--- src/rtl/ps2_host_tx.sv ---
// PS/2 host-to-device transmitter: inhibits the bus, issues request-to-send and
// shifts one command byte out on the device-generated clock, then collects the ack.
module ps2_host_tx #(
  parameter int INHIBIT_CYCLES = 2500,
  parameter int TIMEOUT_CYCLES = 375000,
  parameter int SYNC_STAGES    = 2
) (
  input  logic       clk_i,
  input  logic       rst_n_i,
  input  logic [7:0] tx_data_i,
  input  logic       tx_valid_i,
  output logic       tx_ready_o,
  output logic       busy_o,
  output logic       done_o,
  output logic       ack_err_o,
  output logic       timeout_o,
  input  logic       ps2clk_i,
  input  logic       ps2data_i,
  output logic       ps2clk_drive_o,
  output logic       ps2data_drive_o
);

  localparam int INH_W = $clog2(INHIBIT_CYCLES + 1);
  localparam int TO_W  = $clog2(TIMEOUT_CYCLES + 1);
  localparam logic [INH_W-1:0] INH_LAST = INH_W'(INHIBIT_CYCLES - 1);
  localparam logic [TO_W-1:0]  TO_LAST  = TO_W'(TIMEOUT_CYCLES - 1);

  typedef enum logic [2:0] {
    S_IDLE,
    S_INHIBIT,
    S_REQ,
    S_SHIFT,
    S_WAIT_IDLE
  } state_t;

  state_t                 r_state;
  logic [SYNC_STAGES-1:0] r_clkSync;
  logic [SYNC_STAGES-1:0] r_dataSync;
  logic                   r_clkPrev;
  logic [7:0]             r_byte;
  logic                   r_parity;
  logic [3:0]             r_bitCnt;
  logic [INH_W-1:0]       r_inhCnt;
  logic [TO_W-1:0]        r_toCnt;
  logic                   r_ack;
  logic                   r_clkDrive;
  logic                   r_dataDrive;
  logic                   r_done;
  logic                   r_ackErr;
  logic                   r_timeout;

  logic                   w_clkS;
  logic                   w_dataS;
  logic                   w_fall;
  logic [3:0]             w_nextN;

  assign w_clkS  = r_clkSync[SYNC_STAGES-1];
  assign w_dataS = r_dataSync[SYNC_STAGES-1];
  assign w_fall  = r_clkPrev & ~w_clkS;
  assign w_nextN = r_bitCnt + 4'd1;

  // Idle bus reads high, so the synchronizers reset to 1 to avoid a false fall.
  always_ff @(posedge clk_i or negedge rst_n_i) begin
    if (!rst_n_i) begin
      r_clkSync  <= '1;
      r_dataSync <= '1;
      r_clkPrev  <= 1'b1;
    end else begin
      r_clkSync  <= {r_clkSync[SYNC_STAGES-2:0], ps2clk_i};
      r_dataSync <= {r_dataSync[SYNC_STAGES-2:0], ps2data_i};
      r_clkPrev  <= w_clkS;
    end
  end

  always_ff @(posedge clk_i or negedge rst_n_i) begin
    if (!rst_n_i) begin
      r_state     <= S_IDLE;
      r_byte      <= 8'h00;
      r_parity    <= 1'b0;
      r_bitCnt    <= 4'd0;
      r_inhCnt    <= '0;
      r_toCnt     <= '0;
      r_ack       <= 1'b0;
      r_clkDrive  <= 1'b0;
      r_dataDrive <= 1'b0;
      r_done      <= 1'b0;
      r_ackErr    <= 1'b0;
      r_timeout   <= 1'b0;
    end else begin
      r_done    <= 1'b0;
      r_ackErr  <= 1'b0;
      r_timeout <= 1'b0;
      unique case (r_state)
        S_IDLE: begin
          if (tx_valid_i && tx_ready_o) begin
            r_byte     <= tx_data_i;
            r_parity   <= ~^tx_data_i;
            r_inhCnt   <= '0;
            r_clkDrive <= 1'b1;
            r_state    <= S_INHIBIT;
          end
        end
        S_INHIBIT: begin
          if (r_inhCnt == INH_LAST) begin
            r_dataDrive <= 1'b1;
            r_state     <= S_REQ;
          end else begin
            r_inhCnt <= r_inhCnt + INH_W'(1);
          end
        end
        S_REQ: begin
          r_clkDrive <= 1'b0;
          r_bitCnt   <= 4'd0;
          r_toCnt    <= '0;
          r_state    <= S_SHIFT;
        end
        S_SHIFT: begin
          if (w_fall) begin
            r_toCnt  <= '0;
            r_bitCnt <= w_nextN;
            if (w_nextN <= 4'd8) begin
              r_dataDrive <= ~r_byte[r_bitCnt[2:0]];
            end else if (w_nextN == 4'd9) begin
              r_dataDrive <= ~r_parity;
            end else if (w_nextN == 4'd10) begin
              r_dataDrive <= 1'b0;
            end else begin
              r_ack   <= ~w_dataS;
              r_state <= S_WAIT_IDLE;
            end
          end else if (r_toCnt == TO_LAST) begin
            r_clkDrive  <= 1'b0;
            r_dataDrive <= 1'b0;
            r_timeout   <= 1'b1;
            r_state     <= S_IDLE;
          end else begin
            r_toCnt <= r_toCnt + TO_W'(1);
          end
        end
        S_WAIT_IDLE: begin
          if (w_clkS && w_dataS) begin
            r_done   <= 1'b1;
            r_ackErr <= ~r_ack;
            r_state  <= S_IDLE;
          end else if (r_toCnt == TO_LAST) begin
            r_clkDrive  <= 1'b0;
            r_dataDrive <= 1'b0;
            r_timeout   <= 1'b1;
            r_state     <= S_IDLE;
          end else begin
            r_toCnt <= r_toCnt + TO_W'(1);
          end
        end
        default: r_state <= S_IDLE;
      endcase
    end
  end

  // Ready is held off during the done/timeout pulse so a waiting requester gets a one-cycle gap.
  assign tx_ready_o      = (r_state == S_IDLE) && !r_done && !r_timeout;
  assign busy_o          = (r_state != S_IDLE);
  assign done_o          = r_done;
  assign ack_err_o       = r_ackErr;
  assign timeout_o       = r_timeout;
  assign ps2clk_drive_o  = r_clkDrive;
  assign ps2data_drive_o = r_dataDrive;

endmodule

--- config.mk ---
export PLATFORM = sky130hd
export DESIGN_NAME = ps2_host_tx
export DESIGN_NICKNAME = d
export VERILOG_FILES = /design/src/rtl/ps2_host_tx.sv
export SDC_FILE = /design/constraint.sdc
export NUM_CORES = 1
export LEC_CHECK = 0
export CAP_MARGIN = 5
export CELL_PAD_IN_SITES_DETAIL_PLACEMENT = 0
export CELL_PAD_IN_SITES_GLOBAL_PLACEMENT = 1
export CORE_MARGIN = 2
export CORE_UTILIZATION = 30
export CTS_CLUSTER_DIAMETER = 80
export DETAILED_ROUTE_END_ITERATION = 6
export PLACE_DENSITY_LB_ADDON = 0.1
export REMOVE_ABC_BUFFERS = 1
export SKIP_LAST_GASP = 1
export SLEW_MARGIN = 0
export SYNTH_ARGS = -nofsm -noshare
export SYNTH_HDL_FRONTEND = slang
export SYNTH_SLANG_ARGS = --single-unit
--- constraint.sdc ---
create_clock -name clk_i -period 5.8 [get_ports clk_i]
set_input_delay 1.16 -clock clk_i [delete_from_list [all_inputs] [get_ports clk_i]]
set_output_delay 1.16 -clock clk_i [all_outputs]
set_load 0.1 [all_outputs]
==> Word level (Yosys, flattened, before mapping) <==
Cells that the tools add are included.
{ "word_totals": {"regBits": 58, "output_inout_bits": 7, "word_cells": 110} }
{ "op_classes": {"add_sub_neg": 3, "order_cmp": 2, "eq_ne": 18, "mux": 41, "n_bitwise": 9, "n_reduce_logical": 22} }
{ "ops": {"columns": ["operator", "n"], "rows": [
  ["two-way mux 19 bit", 3],
  ["one-hot mux 19 bit (3 select lines)", 1],
  ["two-way mux 12 bit", 2],
  ["two-way mux 3 bit", 8],
  ["one-hot mux 12 bit (2 select lines)", 1],
  ["adder 19 x 1 -> 19 bit, second input constant", 1],
  ["== test 19 bit, second input constant", 1],
  ["two-way mux 1 bit", 19],
  ["one-hot mux 3 bit (5 select lines)", 1],
  ["adder 12 x 1 -> 12 bit, second input constant", 1],
  ["== test 12 bit, second input constant", 1],
  ["inequality test 2 bit, second input constant", 6],
  ["AND reduction 5 bit", 2],
  ["inequality test 3 bit, second input constant", 3],
  ["nonzero test 3 bit", 3],
  ["== test 4 bit, second input constant", 2],
  ["NOT 1 bit", 8],
  ["one-hot mux 4 bit (2 select lines)", 1],
  ["AND reduction 4 bit", 2],
  ["XNOR reduction 8 bit", 1],
  ["== test 3 x 2 -> 1 bit, second input constant", 2],
  ["AND reduction 2 bit", 3],
  ["inequality test 5 bit, second input constant", 1],
  ["adder 4 x 1 -> 4 bit, second input constant", 1],
  ["16 further kinds", 21]
]} }

==> Longest topological paths before layout <==
Gate-level depths: netlist (run 1).
{ "depth": {"word_depth": 7, "ltp_mapped": 8, "mapped_depth_nobuf": 7} }

==> Worst setup path before layout (run 1) <==
No wires, ideal clock.
{ "synth_timing": {"path_type": "register to output", "startpoint": "reg r_state[1]", "endpoint": "out tx_ready_o", "arrival_ns": 3.139, "t_required_ns": 4.640, "path_slack_ns": 1.501, "stages_incl_launch_ff": 4, "n_path_buf": 1, "path_cell_list": "dfrtp_1 > buf_6 > or3_4 > nor3_1"} }
{ "synth_via": {"elab_chain_len": 3} }
{ "synth_lines": {"columns": ["element", "line", "rtl"], "rows": [
  ["from (decl)", "36", "state_t r_state;"],
  ["from (signal assigned)", "77", "r_state <= S_IDLE;"],
  ["from (signal assigned)", "100", "r_state <= S_INHIBIT;"],
  ["from (signal assigned)", "106", "r_state <= S_REQ;"],
  ["zero test 3 bit", "160", "assign tx_ready_o = (r_state == S_IDLE) && !r_done && !r_timeout;"],
  ["logical AND 1 bit (2 in series)", "160", null],
  ["to (decl)", "12", "output logic tx_ready_o,"]
]} }
Every way passes these cells.

==> Worst setup path in the final report (run 1) <==
Same ends and word-level chain as after synthesis.

==> results.py, run 1 <==
metrics = {
    "clock_tree": {
        "root_buffer": "clkbuf_8",
        "cts-htree-levels": 3,
        "ctsResizeCount": 0,
        "cts_hold_buf": 0,
        "cts_setup_buffers": 0,
        "insertion_delay_ns": 0.33,
        "numCtsBuffers": 9,
        "cts_tree": "built",
        "clock-sinks": 58,
        "cts_buffer_depth": 2,
        "clk_pin_slew_ns": 0.06,
    },
    "timing": {
        "finalSetupViolCount": 0,
        "fin_worst_skew_ns": 0.00981,
        "fin_setup_tns_ns": 0,
        "relSlewSlack_pct": 34.9,
        "maxSlewViolCount": 0,
        "fmax_mhz": 266,
        "min_period_over_period_pct": 64.9,
        "min_period_ns": 3.76,
        "rsz0062_at_grt": "no",
        "hold_viol_final": 0,
        "tightest_slew_ns": 0.973,
    },
    "critical_path": {
        "cp.required_ns": 4.64,
        "reg2reg_slack_ns": 3.37,
        "crit_path_end_kind": "output pin",
        "crit_path_top_delay_cell": "clkdlybuf4s50_1",
        "critPathLaunchType": "flop",
        "reg2regPathDepth": 7,
        "crit_type": "flop to output pin",
        "crit_chain": "or3_4, nor3_1, clkdlybuf4s50_1",
        "crit_arrival_ns": 2.60,
        "timing.rr.start": "r_inhCnt[0]$_DFFE_PN0P_",
        "cpPeakStageDelay_ns": 1.17,
        "reg2reg_to": "ps2data_drive_o$_DFFE_PN0P_",
        "crit_fanout": 10,
    },
    "synth": {
        "synth_cells": 320,
        "syn_avg_cell_area_sq_um": 9.45,
        "synthArstFlopShare_pct": 100,
        "ys_types": 50,
        "yosys.area.top_type": "dfrtp_1",
        "synth_edf_count": 0,
        "synth_ff_type": "dfrtp_1",
        "synthesis.area_sq_mm": 0.00302,
        "netlist.area_leader.share_pct": 43.9,
        "ys_top_cells_by_area": "dfrtp_1 (44%), nand2_1 (6.2%), xnor2_1 (4.9%), dfstp_2 (4.3%), nor2_1 (3.6%)",
        "yosysSeqAreaShare_pct": 48.2,
        "ys_warn_count": 0,
        "yosys_register_bits": 58,
    },
    "floorplan": {
        "core_area_sq_mm": 0.00977,
        "rows": 36,
        "ios": 20,
        "die_w_microns": 104,
        "die_area_sq_mm": 0.0109,
        "start_util_pct": 30.9,
        "die_h_microns": 104,
    },
    "detailed_routing": {
        "met3RoutedLength_microns": 209,
        "drt-met1-wl_microns": 3670,
        "met2_length_microns": 2760,
        "drtIter0Drc": 68,
        "dr.pass1.iters": 5,
        "dr_total_vias": 2320,
        "antenna_left": 0,
        "routed_wl_microns": 6760,
        "wl_per_cell_microns": 14.1,
        "routed.top_layer": "met4",
        "route.detailed.drc": 0,
        "via_per_inst": 4.85,
    },
    "cells_and_area": {
        "n_antenna_cell": 0,
        "nFillCells": 1021,
        "syn2layout_area_growth_pct": 17.0,
        "final_cells": 478,
        "drive_gt1_share_pct": 9.28,
        "final_nets": 359,
    },
    "hold_path": {
        "min_path_type": "flop to flop",
        "min_to": "r_dataSync[1]$_DFF_PN1_",
        "holdPathStages": 0,
        "hold_start": "r_dataSync[0]$_DFF_PN1_",
    },
    "power": {
        "ir_drop_mv": 0.126,
        "power_density_mw_per_mm2": 235,
        "power.leakage_nw": 1.42,
    },
    "grt": {
        "antenna_found_initial": 0,
        "gr-total-overflow": 0,
        "grt_pass1_vias": 2317,
        "grt_pass1_wl_microns": 11600,
        "grt_usage_pct": 13.3,
        "grt_max_degree": 59,
    },
    "place": {
        "numPortBuffers": 19,
        "gp_congestion": 0.737,
        "dp_cells": 462,
        "dp_hpwl_microns": 4620,
    },
    "outcome": {
        "status": "finished clean",
    },
    "run": {
        "drv_cap": 0,
    },
}
## flip-flops by register name, indices dropped and copies added, names as in the netlist, 2 cells and up
register	cells
r_dataSync	2
r_byte	8
r_clkSync	2
r_state	3
r_bitCnt	4
r_toCnt	19
r_inhCnt	12
## cells in the final DEF, fill, tap and decap left out, types with 4 or more instances in the layout
cell type,netlist,final
a21oi_1,14,14
clkbuf_8,0,12
clkdlybuf4s50_1,0,18
dfrtp_1,53,53
dfstp_2,5,5
ha_1,6,6
inv_1,8,8
nand2_1,50,50
nand3_1,19,19
nand4_1,7,7
nor2_1,29,29
nor2b_1,4,4
nor3_1,6,6
o21ai_0,21,21
or3_1,10,10
xnor2_1,17,17
xor2_1,8,8
## critical path, delay by kind of cell (launching register included)
kind                   cells  cell delay [ns]
buffers and inverters      1             1.17
flip-flops                 1             0.48
AND/OR/NAND/NOR            2             0.63
## report_power, final
part	internal (W)	leakage [nW]	total [W]	switching, W
Sequential	0.000409	0.751	0.000411	0.00000191
Combinational	0.0000138	0.562	0.0000296	0.0000157
Clock	0.000234	0.107	0.000391	0.000157
## cell type report
type | instances | area (sq um) | share of cell area, %
clock buffer | 14 | 173 | 4.88
inverter | 8 | 30.0 | 0.849
sequential | 58 | 1460 | 41.2
clock inverter | 2 | 35.0 | 0.991
tap | 133 | 166 | 4.71
timing repair buffer | 21 | 200 | 5.66
multi-input combinational | 242 | 1470 | 41.7
## through the flow
stage | area [sq um] | power [W] | setup slack, ns | util, % | hold WS (ns)
2_1_floorplan | 2960 | 0.000429 | 1.53 | - | 0.345
3_3_place_gp | 3330 | 0.000450 | 2.40 | 34.1 | 0.346
3_5_place_dp | 3330 | 0.000449 | 2.40 | 34.1 | 0.347
4_1_cts | 3540 | 0.000847 | 2.01 | 36.2 | 0.356
5_1_grt | 3540 | 0.000873 | 1.94 | 36.2 | 0.361
6_report | 3540 | 0.000832 | 2.04 | 36.2 | 0.354
## per-layer routing
layer	vias to the layer above	GRT usage, %
li1	1157	-
met1	1121	20.0
met2	33	18.2
met3	9	2.88
met4	0	5.79
met5	-	0
## cell families (layout without fill, tap and decap cells)
group                      after synthesis  after routing  share of synthesized area [%]
xor gates and xnor gates                25             25                           7.24
AOI/OAI and AO/OA                       59             59                           12.5
buffers and inverters                   20             45                           3.02
DFF                                     58             58                           48.2
adders and majority gates                6              6                           2.48
muxes                                    5              5                           2.52
and+or+nand+nor                        147            147                           24.0
## how the worst max path moves through the flow
stage / cells after the start / start / to
floorplan: 2 / r_state[1]$_DFFE_PN0P_ / tx_ready_o
global placement: 3 / r_state[1]$_DFFE_PN0P_ / tx_ready_o
detailed placement: 3 / r_state[1]$_DFFE_PN0P_ / tx_ready_o
CTS: 3 / r_state[1]$_DFFE_PN0P_ / tx_ready_o
global route: 3 / r_state[1]$_DFFE_PN0P_ / tx_ready_o
finish: 3 / r_state[1]$_DFFE_PN0P_ / tx_ready_o
## cell usage after synthesis (2+ instances only)
master	n
nor3b_1	3
dfstp_2	5
o21ai_0	21
nor2b_1	4
buf_6	2
and3_1	3
xnor2_1	17
nand4_1	7
a21o_1	2
dfrtp_1	53
o21ai_1	2
nor3_1	6
nor4_1	2
mux4_2	2
nand2b_1	2
a41oi_1	2
or3_1	10
inv_1	8
clkbuf_1	9
nand2_1	50
o211ai_1	3
a31oi_1	3
a21oi_1	14
mux2i_1	2
o31ai_1	2
xor2_1	8
nor2_1	29
and2_1	3
nand3_1	19
ha_1	6
a22o_1	2
Note: power is estimated with default switching activity, not from simulation.
==> run 2, diff against run 1 <==
==> constraint.sdc (replaced) <==
create_clock -name clk_i -period 3.9 [get_ports clk_i]
set_input_delay 0.78 -clock clk_i [delete_from_list [all_inputs] [get_ports clk_i]]
set_output_delay 0.78 -clock clk_i [all_outputs]
set_load 0.1 [all_outputs]
==> results.py, run 2 (synthesis results as in run 1) <==
metrics = {
    "outcome": {
        "status": "finished clean",
    },
    "critical_path": {
        "crit_fanout": 10,
        "timing.rr.start": "r_inhCnt[0]$_DFFE_PN0P_",
        "cp.required_ns": 3.12,
        "crit_arrival_ns": 2.23,
        "crit_type": "flop to output pin",
        "critPathLaunchType": "flop",
        "crit_start": "r_state[1]$_DFFE_PN0P_",
        "crit_path_end_kind": "output pin",
    },
    "detailed_routing": {
        "drtIter0Drc": 106,
        "routed_wl_microns": 6830,
        "antenna_left": 0,
        "dr_total_vias": 2298,
        "route.detailed.drc": 0,
        "wl_per_cell_microns": 14.2,
        "dr.pass1.iters": 4,
        "via_per_inst": 4.79,
    },
    "timing": {
        "finalSetupViolCount": 0,
        "rsz0062_at_grt": "no",
        "holdWs_ns": 0.360,
        "setup_slack_ns": 0.892,
        "fin_worst_skew_ns": 0.00658,
        "fin_setup_tns_ns": 0,
        "min_period_over_period_pct": 77.1,
        "hold_viol_final": 0,
        "maxSlewViolCount": 0,
        "tightest_slew_ns": 0.977,
        "relSlewSlack_pct": 34.7,
        "min_period_ns": 3.01,
        "fmax_mhz": 332,
    },
    "clock_tree": {
        "cts-htree-levels": 3,
        "numCtsBuffers": 9,
        "cts_hold_buf": 0,
        "insertion_delay_ns": 0.33,
        "root_buffer": "clkbuf_8",
        "cts_tree": "built",
        "cts_setup_buffers": 0,
        "ctsResizeCount": 0,
        "clock-sinks": 58,
        "clk_pin_slew_ns": 0.06,
        "cts_buffer_depth": 2,
    },
    "hold_path": {
        "min_path_type": "flop to flop",
        "hold_start": "r_clkSync[0]$_DFF_PN1_",
    },
    "power": {
        "ir_drop_mv": 0.145,
        "power_density_mw_per_mm2": 342,
        "power.leakage_nw": 1.43,
    },
    "grt": {
        "grt_pass1_vias": 2182,
        "grt_pass1_wl_microns": 11600,
        "gr-total-overflow": 0,
        "antenna_found_initial": 0,
        "grt_usage_pct": 13.5,
        "grt_max_degree": 41,
    },
    "floorplan": {
        "die_w_microns": 104,
        "start_util_pct": 30.9,
        "rows": 36,
        "die_h_microns": 104,
        "die_area_sq_mm": 0.0109,
        "core_area_sq_mm": 0.00977,
        "ios": 20,
    },
    "cells_and_area": {
        "finish.utilization_pct": 36.2,
        "final_cells": 480,
        "regMostFlops": "r_toCnt",
        "n_antenna_cell": 0,
        "drive_gt1_share_pct": 10.4,
        "largest_register_ffs": 19,
        "largestRegisters": "r_toCnt x19, r_inhCnt x12, r_byte x8",
        "layout_common_cells": "dfrtp_1 (53), nand2_1 (50), nor2_1 (29), o21ai_0 (21), nand3_1 (19)",
        "syn2layout_area_growth_pct": 17.2,
        "final_common_cell": "dfrtp_1",
        "final_nets": 361,
    },
    "place": {
        "dp_slack_ns": 1.27,
        "dp_cells": 464,
        "gp_congestion": 0.772,
        "numPortBuffers": 19,
        "dp_hpwl_microns": 4770,
    },
    "run": {
        "drv_cap": 0,
    },
}
run 2: cell types whose count changed in the layout (fill, tap and decap cells not counted), sizes merged:
cell           change
buf                +3
bufinv             -1
clkbuf             +1
clkdlybuf4s50      -1
run 2: critical path: stages (launching register included):
cell	delay [ns]
dfrtp_1	0.47
or3_4	0.44
clkdlybuf4s50_1	0.98
run 2: path summary, 6_finish.rpt:
path / end / slack, ns / cells after the start
min reg2reg: r_clkSync[1]$_DFF_PN1_ / 0.36 / 0
max: busy_o / 0.89 / 2
max in group asynchronous: r_dataSync[1]$_DFF_PN1_ / 2.44 / 2
min: r_clkSync[1]$_DFF_PN1_ / 0.36 / 0
max reg2reg: ps2data_drive_o$_DFFE_PN0P_ / 1.54 / 7
min in group asynchronous: r_inhCnt[10]$_DFFE_PN0P_ / 0.59 / 1
run 2: per-stage QoR:
step | cell area, sq um | total power [W]
finish | 3540 | 0.00121
global route | 3540 | 0.00127
CTS | 3540 | 0.00123
detailed placement | 3340 | 0.000669
global placement | 3340 | 0.000669
floorplan | 2960 | 0.000638
run 2: cell type report:
class | instances | area [sq um]
well taps | 133 | 166
clock inverters | 1 | 5.00
fillers | 1018 | 6230
clock buffers | 15 | 196
flip-flops and latches | 58 | 1460
inverters | 8 | 30.0
multi-input cells | 242 | 1470
repair buffers | 23 | 213
run 2: routing by layer:
metal / track usage (%) / share of wire [%] / wire (microns) / up-vias
li1: - / - / - / 1162
met1: 20.9 / 56 / 3790 / 1098
met2: 17.2 / 40 / 2710 / 33
met3: 3.51 / 3.8 / 263 / 5
met4: 5.50 / 0.95 / 65 / 0
met5: 0 / 0 / 0 / -
run 2: power breakdown:
group	internal [W]	total (W)	leakage [nW]	switching (W)
Combinational	0.0000206	0.0000443	0.573	0.0000237
Sequential	0.000609	0.000612	0.751	0.00000305
Clock	0.000317	0.000554	0.106	0.000236
==> run 3, diff against run 2 <==
==> constraint.sdc (replaced) <==
create_clock -name clk_i -period 2.58 [get_ports clk_i]
set_input_delay 0.516 -clock clk_i [delete_from_list [all_inputs] [get_ports clk_i]]
set_output_delay 0.516 -clock clk_i [all_outputs]
set_load 0.1 [all_outputs]
==> results.py, run 3 (synthesis results as in run 1) <==
metrics = {
    "timing": {
        "maxSlewViolCount": 0,
        "holdWs_ns": 0.168,
        "fmax_mhz": 431,
        "fin_worst_skew_ns": 0.00985,
        "min_period_ns": 2.32,
        "relSlewSlack_pct": 59.4,
        "min_period_over_period_pct": 90.0,
        "hold_viol_final": 0,
        "tightest_slew_ns": 0.608,
        "rsz0062_at_grt": "no",
        "finalSetupViolCount": 0,
    },
    "critical_path": {
        "timing.rr.start": "r_state[1]$_DFFE_PN0P_",
        "crit_type": "flop to output pin",
        "critPathLaunchType": "flop",
        "crit_path_end_kind": "output pin",
        "reg2reg_to": "r_inhCnt[11]$_DFFE_PN0P_",
        "reg2reg_slack_ns": 0.35,
        "crit_chain": "or3_4, nor3_1, buf_12",
        "reg2regPathDepth": 6,
        "crit_path_top_delay_cell": "dfrtp_1",
        "cpPeakStageDelay_ns": 0.47,
        "cp.required_ns": 2.06,
        "crit_arrival_ns": 1.80,
        "crit_fanout": 10,
    },
    "place": {
        "dp_hpwl_microns": 4580,
        "gp_congestion": 0.730,
        "dp_cells": 470,
        "numPortBuffers": 19,
        "dpl_cell_area_sq_mm": 0.00340,
    },
    "run": {
        "drv_cap": 0,
    },
    "floorplan": {
        "ios": 20,
        "die_area_sq_mm": 0.0109,
        "rows": 36,
        "die_w_microns": 104,
        "start_util_pct": 30.9,
        "die_h_microns": 104,
        "core_area_sq_mm": 0.00977,
    },
    "power": {
        "power_density_mw_per_mm2": 494,
        "ir_drop_mv": 0.278,
        "power.leakage_nw": 1.47,
    },
    "detailed_routing": {
        "route.detailed.drc": 0,
        "drtIter0Drc": 43,
        "wl_per_cell_microns": 13.3,
        "dr.pass1.iters": 4,
        "antenna_left": 0,
        "dr_total_vias": 2304,
        "via_per_inst": 4.74,
        "routed_wl_microns": 6440,
    },
    "grt": {
        "grtUsageMet1_pct": 19.4,
        "grt_usage_pct": 12.9,
        "antenna_found_initial": 0,
        "gr-usage-met2_pct": 17.3,
        "grt_pass1_vias": 2269,
        "top_usage_layer": "met1",
        "grtUsageMet3_pct": 2.57,
        "grt_pass1_wl_microns": 11200,
        "gr-total-overflow": 0,
        "grt_max_degree": 59,
    },
    "cells_and_area": {
        "largest_register_ffs": 19,
        "largestRegisters": "r_toCnt x19, r_inhCnt x12, r_byte x8",
        "n_antenna_cell": 0,
        "regMostFlops": "r_toCnt",
        "syn2layout_area_growth_pct": 18.4,
        "final_cells": 486,
        "final_nets": 367,
        "final_common_cell": "dfrtp_1",
        "layout_common_cells": "dfrtp_1 (53), nand2_1 (50), nor2_1 (29), o21ai_0 (21), nand3_1 (19)",
        "fin_area_sq_mm": 0.00358,
        "drive_gt1_share_pct": 13.3,
    },
    "clock_tree": {
        "root_buffer": "clkbuf_8",
        "clk_pin_slew_ns": 0.07,
        "numCtsBuffers": 9,
        "cts_hold_buf": 0,
        "ctsResizeCount": 0,
        "cts_setup_buffers": 0,
        "cts-htree-levels": 3,
        "cts_buffer_depth": 2,
        "clock-sinks": 58,
        "cts_tree": "built",
        "insertion_delay_ns": 0.33,
    },
    "hold_path": {
        "min_path_type": "input pin to asynchronous set/reset pin",
    },
    "outcome": {
        "status": "finished clean",
    },
}
[run 3: power by group]
group           total, W  switching, W  internal [W]
combinational  0.0000692     0.0000358     0.0000334
sequential      0.000925    0.00000453      0.000920
clock           0.000773      0.000348      0.000425
[run 3: worst max-delay path: cells and delay by family (launching register included)]
family | cells | cell delay [ns]
and+or+nand+nor | 2 | 0.78
DFF | 1 | 0.47
buffers and inverters | 1 | 0.23
[run 3: layout make-up]
type / count / area, sq um
Timing Repair Buffer: 29 / 268
Sequential cell: 58 / 1460
Fill cell: 1010 / 6200
Tap cell: 133 / 166
Inverter: 8 / 30.0
Clock buffer: 14 / 173
Clock inverter: 2 / 10.0
Multi-Input combinational cell: 242 / 1470
[run 3: worst max-delay path by stage]
stage	start	end	slack, ns	depth (start not counted)
6_report	r_state[1]$_DFFE_PN0P_	tx_ready_o	0.26	3
5_1_grt	r_state[1]$_DFFE_PN0P_	tx_ready_o	0.17	3
4_1_cts	r_state[1]$_DFFE_PN0P_	tx_ready_o	0.24	3
3_5_place_dp	tx_valid_i	r_inhCnt[11]$_DFFE_PN0P_	0.30	6
3_3_place_gp	tx_valid_i	r_inhCnt[11]$_DFFE_PN0P_	0.32	6
2_1_floorplan	r_state[1]$_DFFE_PN0P_	r_inhCnt[10]$_DFFE_PN0P_	-1.36	4
[run 3: per-stage QoR]
stage | utilization, % | TNS (ns) | setup slack [ns] | power (W)
after global routing | 36.6 | 0 | 0.172 | 0.00185
after floorplan | - | -25.43 | -1.36 | 0.000964
final | 36.6 | 0 | 0.259 | 0.00177
after global placement | 34.7 | 0 | 0.319 | 0.00101
after CTS | 36.6 | 0 | 0.237 | 0.00180
after detailed placement | 34.7 | 0 | 0.300 | 0.00101
[run 3: layer usage]
metal	wire, microns	up-vias
li1	-	1173
met1	3580	1090
met2	2530	29
met3	186	12
met4	144	0
met5	0	-
